$ cat config.mk
export PLATFORM = sky130hd
export DESIGN_NAME = ewrapper_tx_serializer
export DESIGN_NICKNAME = d
export VERILOG_FILES = /design/src/rtl/ewrapper_tx_serializer.sv
export SDC_FILE = /design/constraint.sdc
export NUM_CORES = 1
export LEC_CHECK = 0
export ABC_CLOCK_PERIOD_IN_PS = 6750
export CAP_MARGIN = 20
export CORE_ASPECT_RATIO = 1.75
export CORE_MARGIN = 2
export CORE_UTILIZATION = 53
export DETAILED_ROUTE_END_ITERATION = 7
export PLACE_DENSITY = 0.79
export RECOVER_POWER = 25
export SLEW_MARGIN = 20
export SYNTH_ARGS = -nofsm -noshare
export SYNTH_HDL_FRONTEND = slang
export SYNTH_SLANG_ARGS = --single-unit
$ cat constraint.sdc
create_clock -name CLK_IN -period 6.75 [get_ports CLK_IN]
set_input_delay 1.35 -clock CLK_IN [delete_from_list [all_inputs] [get_ports CLK_IN]]
set_output_delay 1.35 -clock CLK_IN [all_outputs]
set_load 0.01 [all_outputs]
$ cat src/rtl/ewrapper_tx_serializer.sv
// Parallel-to-DDR lane serializer: a one-word staging register feeds per-lane
// 2-bit-per-cycle shifters that drive the ODDR D1/D2 pins directly.

module ewrapper_tx_lane #(
  parameter int RATIO     = 8,
  parameter int LSB_FIRST = 0,
  parameter int INVERT    = 0
) (
  input  logic             clk,
  input  logic             rst,
  input  logic             load,
  input  logic [RATIO-1:0] word,
  output logic             even,
  output logic             odd
);
  localparam logic INV = (INVERT != 0);

  logic [RATIO-1:0] sh;

  // The head pair always sits at one end, so the pins are plain flop outputs.
  always_ff @(posedge clk or posedge rst) begin
    if (rst)                 sh <= '0;
    else if (load)           sh <= word;
    else if (LSB_FIRST != 0) sh <= sh >> 2;
    else                     sh <= sh << 2;
  end

  generate
    if (LSB_FIRST != 0) begin : g_lsb
      assign even = sh[0] ^ INV;
      assign odd  = sh[1] ^ INV;
    end else begin : g_msb
      assign even = sh[RATIO-1] ^ INV;
      assign odd  = sh[RATIO-2] ^ INV;
    end
  endgenerate
endmodule

module ewrapper_tx_serializer #(
  parameter int               LANES     = 9,
  parameter int               RATIO     = 8,
  parameter int               LSB_FIRST = 0,
  parameter int               INVERT    = 0,
  parameter logic [RATIO-1:0] TRAIN_PAT = {RATIO/2{2'b10}}
) (
  input  logic                   CLK_IN,
  input  logic                   CLK_RESET,
  input  logic [LANES*RATIO-1:0] DATA_IN,
  input  logic                   DATA_VALID,
  output logic                   DATA_READY,
  input  logic                   TRAIN_EN,
  output logic [LANES-1:0]       EVEN_OUT,
  output logic [LANES-1:0]       ODD_OUT,
  output logic                   FRAME_OUT,
  output logic                   DVALID_OUT,
  output logic                   UNDERRUN
);
  localparam int             HALF = RATIO / 2;
  localparam int             CW   = (HALF > 1) ? $clog2(HALF) : 1;
  localparam logic [CW-1:0]  LAST = CW'(HALF - 1);

  logic [CW-1:0]          cnt;
  logic                   load_point;
  logic                   xfer;
  logic                   stg_full;
  logic [LANES*RATIO-1:0] stg;
  logic [LANES*RATIO-1:0] fill;
  logic [LANES*RATIO-1:0] load_word;

  assign load_point = (cnt == LAST);
  assign DATA_READY = ~stg_full | load_point;
  assign xfer       = DATA_VALID & DATA_READY;
  assign fill       = TRAIN_EN ? {LANES{TRAIN_PAT}} : '0;
  assign load_word  = stg_full ? stg : fill;

  // Beat counter never stalls; slot boundaries are fixed relative to reset.
  always_ff @(posedge CLK_IN or posedge CLK_RESET) begin
    if (CLK_RESET)       cnt <= '0;
    else if (load_point) cnt <= '0;
    else                 cnt <= cnt + 1'b1;
  end

  always_ff @(posedge CLK_IN or posedge CLK_RESET) begin
    if (CLK_RESET) begin
      stg        <= '0;
      stg_full   <= 1'b0;
      FRAME_OUT  <= 1'b0;
      DVALID_OUT <= 1'b0;
      UNDERRUN   <= 1'b0;
    end else begin
      // A transfer on the load edge refills the slot the shifter just emptied.
      if (xfer) begin
        stg      <= DATA_IN;
        stg_full <= 1'b1;
      end else if (load_point) begin
        stg_full <= 1'b0;
      end
      FRAME_OUT <= load_point;
      UNDERRUN  <= load_point & ~stg_full & DVALID_OUT;
      if (load_point) DVALID_OUT <= stg_full;
    end
  end

  generate
    for (genvar l = 0; l < LANES; l++) begin : g_lane
      ewrapper_tx_lane #(
        .RATIO    (RATIO),
        .LSB_FIRST(LSB_FIRST),
        .INVERT   (INVERT)
      ) u_lane (
        .clk (CLK_IN),
        .rst (CLK_RESET),
        .load(load_point),
        .word(load_word[l*RATIO +: RATIO]),
        .even(EVEN_OUT[l]),
        .odd (ODD_OUT[l])
      );
    end
  endgenerate
endmodule

==> metrics.md, run 1 <==
| Metric | Value |
|---|---|
| Layout cells sized above 1 | `20.2%` |
| Die width | `85.2 microns` |
| WS Path Type | `in -> async` |
| Fin nets | `619` |
| Status | `finished, violations left` |
| Number of vias per cell | `5.26` |
| Worst Max-Slew Pin Slew | `3.73 ns` |
| Violated checks | `capacitance limit, slew limit` |
| Die ar. | `0.0124 sq mm` |
| Sequential area share after synthesis | `61.4%` |
| Final instance area | `0.00752 sq mm` |
| Drt initial violations | `229` |
| Max_cap viols | `2` |
| Starting Density | `54.7%` |
| Maximum number of pins on one net before global-route repair | `113` |
| R2R setup slack | `3.17 ns` |
| Vias in the first global route | `3841` |
| Internal | `0.00173 W` |
| Post-CTS Resized | `0` |
| Hold path startpoint | `cnt[0]` |
| Clock Tree Root | `clkbuf_16` |
| Gr usage total | `20.2%` |
| Max Buffers Root-to-Sink | `2` |
| Placer congestion estimate | `0.803` |
| DR vias | `3612` |
| Fmax | `0.220 GHz` |
| CTS tree | `done` |
| Final hold vios | `0` |
| Post-Syn Area | `0.00611 sq mm` |
| Top area cells in the synthesized netlist | `dfrtp_1 (61%), mux2_4 (17%), a21oi_1 (5.2%), buf_4 (2.2%), o21ai_0 (2.2%)` |
| H-tree Lvls | `4` |
| Synth Register Bits | `150` |
| Initial antenna violation count | `1` |
| Setup tns final | `0 ns` |
| Yosys cell types | `21` |
| Crit path time final | `4.54 ns` |
| Reg2Reg Capture Point | `stg[11]` |
| Filler instances | `783` |
| Clock Skews | `0.00578 ns` |
| Commonest non-fill, non-tap cell in the layout | `dfrtp_1` |
| Routed WL | `11700 microns` |
| Final ANT Viol Nets | `0` |
| R2r worst-path depth | `5` |
| CTS Sinks | `150` |
| Slew Limit Fails | `202` |
| Cts hold-fix bufs | `0` |
| Worst-path fanout max | `88` |
| Syn_nets | `548` |
| Synth area leader | `dfrtp_1` |
| RR Startpoint | `cnt[0]` |
| CTS Buf Count | `17` |
| Clock Latency Late Sink | `0.41 ns` |
| Dpl hpwl | `6960 microns` |
| Worst path required time | `7.16 ns` |
| DR pass1 iterations | `4` |
| Area post-placement | `0.00697 sq mm` |
| Sw frac | `22.2%` |
| First-pass GRT wire length | `19200 microns` |
| RSZ-0062 raised after global routing | `false` |
| Peak VDD IR | `0.000261 V` |
| Startpoint types | `primary input` |
| Average size of a mapped cell | `13.0 sq um` |
| Hold/Removal Path Class | `reg -> reg` |
| # Post-CTS Setup Buffers | `0` |
| Sequential Power Share | `47.6%` |
| Yosys top cell area share | `61.4%` |
| Hold Crit Depth | `1` |
| Die H | `146 microns` |
| Drt wl/cell | `17.0 microns` |
| Final worst-path cycle share | `67.3%` |
| GR Overflow Total | `0` |
| Clock Pin Slew Worst Setup and Hold Paths | `0.06 ns` |
| Combinational share of power | `12.2%` |
| Core Area | `0.0112 sq mm` |
| Port bufs | `97` |
| Crit end category | `asynchronous set/reset pin` |
| Net Switching | `0.000493 W` |
| Worst Hold Endpoint | `cnt[0]` |
| Clock power frac | `40.2%` |
| Most frequent cells in the layout | `dfrtp_1 (149), clkdlybuf4s50_1 (96), mux2_4 (70)` |
| Slew headroom | `-150%` |
| Yosys warns | `0` |
| Row count | `51` |
| Power per cell area | `295 mW/mm^2` |
| Endpoints failing setup | `0` |
| I/O pins | `98` |
| Crit path DAT | `4.95 ns` |
| P&R area growth vs syn | `23.1%` |
| Drc violations | `0` |
| Post-Synthesis Cells | `471` |
| Leakage power | `3.55 nW` |
[sequential cells by signal, summed over array words and instances (netlist names)]
| name | flops |
|---|---|
| DVALID_OUT | 1 |
| cnt | 2 |
| g_lane.u_lane.sh | 72 |
| stg_full | 1 |
| FRAME_OUT | 1 |
| stg | 72 |
| UNDERRUN | 1 |
[synth_stat cells]
library cell  number
and3_1             9
buf_4             18
dfrtp_1          150
and2_1             1
a21oi_1           63
nor2b_1           10
o21ai_0           27
clkbuf_1           7
nand2b_1           1
buf_2             16
nand2b_4           1
nand2_4            1
nand2_1           21
buf_1              1
nand3_1            7
mux2_4            70
buf_6              7
mux2_2             3
ha_1               1
inv_1             28
nor2_1            29
[power groups by stage]
| stage | sequential [W] | clock, W | combinational (W) |
|---|---|---|---|
| 2_1_floorplan | 0.00105 | 0 | 0.000193 |
| 3_3_place_gp | 0.00106 | 0 | 0.000263 |
| 3_5_place_dp | 0.00107 | 0 | 0.000273 |
| 4_1_cts | 0.00106 | 0.000907 | 0.000276 |
| 5_1_grt | 0.00107 | 0.000955 | 0.000296 |
| 6_report | 0.00106 | 0.000894 | 0.000271 |
[how the worst max path moves through the flow]
stage / startpoint / end
after detailed placement: DATA_VALID / stg[51]
after global placement: DATA_VALID / stg[51]
after CTS: cnt[0] / DATA_READY
after floorplan: CLK_RESET / DVALID_OUT
final: CLK_RESET / stg_full
after global routing: CLK_RESET / stg_full
[layer usage]
| metal | wire length (microns) | global-route usage, % |
|---|---|---|
| met1 | 4690 | 24.8 |
| met2 | 6250 | 32.8 |
| met5 | 0 | 0 |
| met4 | 252 | 8.97 |
| met3 | 503 | 5.77 |
[per-stage QoR]
stage / cells / util [%] / setup slack (ns) / hold WS, ns / power, W
floorplan: 471 / - / 1.36 / 0.403 / 0.00125
global placement: 655 / 62.4 / 3.20 / 0.464 / 0.00133
detailed placement: 655 / 62.4 / 3.17 / 0.474 / 0.00134
CTS: 686 / 67.5 / 2.85 / 0.492 / 0.00224
global route: 687 / 67.4 / 1.45 / 0.455 / 0.00232
finish: 687 / 67.4 / 2.21 / 0.443 / 0.00222
[kinds of logic (layout without fill, tap and decap cells)]
logic type	Yosys count	count (layout)	share of synthesized area [%]
AND/OR/NAND/NOR	80	80	6.21
adder cells (fa/ha/maj)	1	1	0.205
other	0	1	0
multiplexers	73	73	17.8
flip-flops	150	150	61.4
AO/OA/AOI/OAI	90	90	7.37
buffers and inverters	77	160	7.02
[cell type report]
class / count / area, sq um / share of cell area, %
flip-flops and latches: 150 / 3750 / 49.9
multi-input cells: 244 / 1920 / 25.6
well taps: 132 / 165 / 2.20
clock buffers: 23 / 498 / 6.62
diodes: 1 / 2.50 / 0.0333
inverters: 28 / 106 / 1.41
clock inverters: 8 / 71.3 / 0.948
repair buffers: 101 / 1000 / 13.3
[critical path, stage by stage]
cell	delay [ns]
dlygate4sd3_1	0.55
clkinvlp_2	2.08
buf_4	0.89
No activity file was read; power rests on OpenSTA's default activity.
==> run 2: changes to the inputs <==
--- a/config.mk
+++ b/config.mk
@@ -5,13 +5,13 @@
 export SDC_FILE = /design/constraint.sdc
 export NUM_CORES = 1
 export LEC_CHECK = 0
-export ABC_CLOCK_PERIOD_IN_PS = 6750
+export ABC_CLOCK_PERIOD_IN_PS = 3900
 export CAP_MARGIN = 20
 export CORE_ASPECT_RATIO = 1.75
 export CORE_MARGIN = 2
-export CORE_UTILIZATION = 53
+export CORE_UTILIZATION = 48
 export DETAILED_ROUTE_END_ITERATION = 7
-export PLACE_DENSITY = 0.79
+export PLACE_DENSITY = 0.76
 export RECOVER_POWER = 25
 export SLEW_MARGIN = 20
 export SYNTH_ARGS = -nofsm -noshare
==> constraint.sdc (replaced) <==
create_clock -name CLK_IN -period 3.9 [get_ports CLK_IN]
set_input_delay 0.78 -clock CLK_IN [delete_from_list [all_inputs] [get_ports CLK_IN]]
set_output_delay 0.78 -clock CLK_IN [all_outputs]
set_load 0.01 [all_outputs]
==> metrics.md, run 2 (same netlist as run 1, synthesis figures left out) <==
| Metric | Value |
|---|---|
| CTS Buf Count | `17 (unchanged)` |
| Max_cap viols | `0 (-2)` |
| Most frequent cells in the layout | `dfrtp_1 (149), clkdlybuf4s50_1 (95), mux2_4 (70)` |
| DR vias | `3591 (-0.58%)` |
| Worst hold slack | `0.428 ns (-0.0149 ns)` |
| R2r worst-path depth | `5 (unchanged)` |
| Layout cells sized above 1 | `20.5% (+0.32 points)` |
| Initial antenna violation count | `0 (-1)` |
| Placer congestion estimate | `0.761 (-5.3%)` |
| Final instance area | `0.00763 sq mm (+1.4%)` |
| Row count | `54 (+5.9%)` |
| Slew headroom | `32.7% (+180 points)` |
| Worst-path fanout max | `111 (+26%)` |
| Dpl hpwl | `6920 microns (-0.62%)` |
| Maximum number of pins on one net before global-route repair | `151 (+34%)` |
| Cts hold-fix bufs | `0 (unchanged)` |
| Leakage power | `3.56 nW (+0.53%)` |
| Drc violations | `0 (unchanged)` |
| Area post-placement | `0.00705 sq mm (+1.1%)` |
| Peak VDD IR | `0.000279 V (+6.9%)` |
| Worst Max-Slew Pin Slew | `1.01 ns (-2.72 ns)` |
| Status | `completed` |
| RR Startpoint | `cnt[0]` |
| Starting Density | `49.1% (-5.6 points)` |
| Clock Tree Root | `clkbuf_16` |
| Fin nets | `622 (+0.48%)` |
| Fmax | `0.412 GHz` |
| Setup tns final | `0 ns (unchanged)` |
| Critical path origin | `cnt[0]` |
| Gr usage total | `18.1% (-2.1 points)` |
| Drt wl/cell | `15.9 microns (-6.3%)` |
| RSZ-0062 raised after global routing | `false` |
| Crit path capture | `g_lane[2].u_lane.sh[4]` |
| CTS tree | `done` |
| Ant diodes | `0 (-1)` |
| P&R area growth vs syn | `24.8%` |
| Max Buffers Root-to-Sink | `2 (unchanged)` |
| Worst path required time | `4.21 ns (-2.95 ns)` |
| Core Area | `0.0124 sq mm (+11%)` |
| Tot Pwr | `0.00392 W (+76%)` |
| Reg2Reg Capture Point | `g_lane[2].u_lane.sh[4]` |
| Commonest non-fill, non-tap cell in the layout | `dfrtp_1` |
| Clock Skews | `0.00776 ns (+0.00199 ns)` |
| Crit path time final | `2.43 ns` |
| Crit path DAT | `2.74 ns (-2.21 ns)` |
| Hold/Removal Path Class | `reg -> reg` |
| Die width | `89.3 microns (+4.8%)` |
| Die ar. | `0.0137 sq mm (+10%)` |
| Slew Limit Fails | `0 (-100%)` |
| Number of vias per cell | `4.97 (-5.5%)` |
| Startpoint types | `register` |
| WS Path Type | `reg -> reg` |
| Clock Pin Slew Worst Setup and Hold Paths | `0.06 ns (about the same)` |
| Clock Latency Late Sink | `0.41 ns (about the same)` |
| Final hold vios | `0 (unchanged)` |
| CTS Sinks | `150 (unchanged)` |
| Final worst-path cycle share | `62.3%` |
| DR pass1 iterations | `4 (unchanged)` |
| Top Registers | `g_lane.u_lane.sh x72, stg x72, cnt x2` |
| Endpoints failing setup | `0 (unchanged)` |
| Port bufs | `97 (unchanged)` |
| Post-CTS Resized | `0 (unchanged)` |
| H-tree Lvls | `4 (unchanged)` |
| I/O pins | `98 (unchanged)` |
| Final ANT Viol Nets | `0 (unchanged)` |
| Drt initial violations | `149 (-35%)` |
| Power per cell area | `513 mW/mm^2 (+74%)` |
| Crit end category | `register` |
| First-pass GRT wire length | `19000 microns (-1.2%)` |
| Routed WL | `11500 microns (-1.4%)` |
| R2R setup slack | `1.47 ns (-1.70 ns)` |
| Die H | `153 microns (+4.9%)` |
| # Post-CTS Setup Buffers | `0 (unchanged)` |
| Vias in the first global route | `3846 (+0.13%)` |
| GR Overflow Total | `0 (unchanged)` |
[run 2: worst min-delay path by stage]
stage / startpoint / end / slack, ns / cells past startpoint
finish: cnt[0] / cnt[0] / 0.43 / 1
global route: cnt[0] / cnt[0] / 0.45 / 1
CTS: cnt[0] / cnt[0] / 0.48 / 1
global placement: stg[34] / g_lane[4].u_lane.sh[2] / 0.47 / 2
floorplan: cnt[0] / cnt[0] / 0.40 / 1
detailed placement: stg[36] / g_lane[4].u_lane.sh[4] / 0.47 / 2
[run 2: per-layer routing]
layer  routed length, microns  track usage [%]  share of wire [%]
met1                     4850             22.5                 42
met2                     6170             30.0                 54
met4                      127             6.18                1.1
met5                        0                0                  0
met3                      377             4.64                3.3
[run 2: per-stage QoR]
step / cells / util, % / setup WS, ns
2_1_floorplan: 471 / - / 1.23
3_5_place_dp: 694 / 56.7 / 1.26
4_1_cts: 723 / 61.4 / 1.47
6_report: 723 / 61.4 / 1.47
3_3_place_gp: 694 / 56.7 / 1.29
5_1_grt: 723 / 61.4 / 1.27
[run 2: worst max-delay path, cell delays in order, from the launching register on]
cell	delay, ns
dfrtp_1	0.35
ha_2	0.18
buf_4	0.73
and2_1	0.75
nand2_1	0.15
o21ai_0	0.12
[run 2: report_power, final]
group / switching, W / internal [W] / total (W) / leakage, nW
clock: 0.000597 / 0.00103 / 0.00162 / 0.284
combinational: 0.000171 / 0.000299 / 0.000470 / 1.48
sequential: 0.0000841 / 0.00174 / 0.00182 / 1.80
total: 0.000852 / 0.00306 / 0.00392 / 3.56
[run 2: layout make-up]
class | instances | area (sq um)
Inverter | 28 | 109
Multi-Input combinational cell | 244 | 1930
Sequential cell | 150 | 3750
Tap cell | 168 | 210
Clock inverter | 9 | 129
Fill cell | 999 | 4800
Timing Repair Buffer | 104 | 1040
Clock buffer | 20 | 457
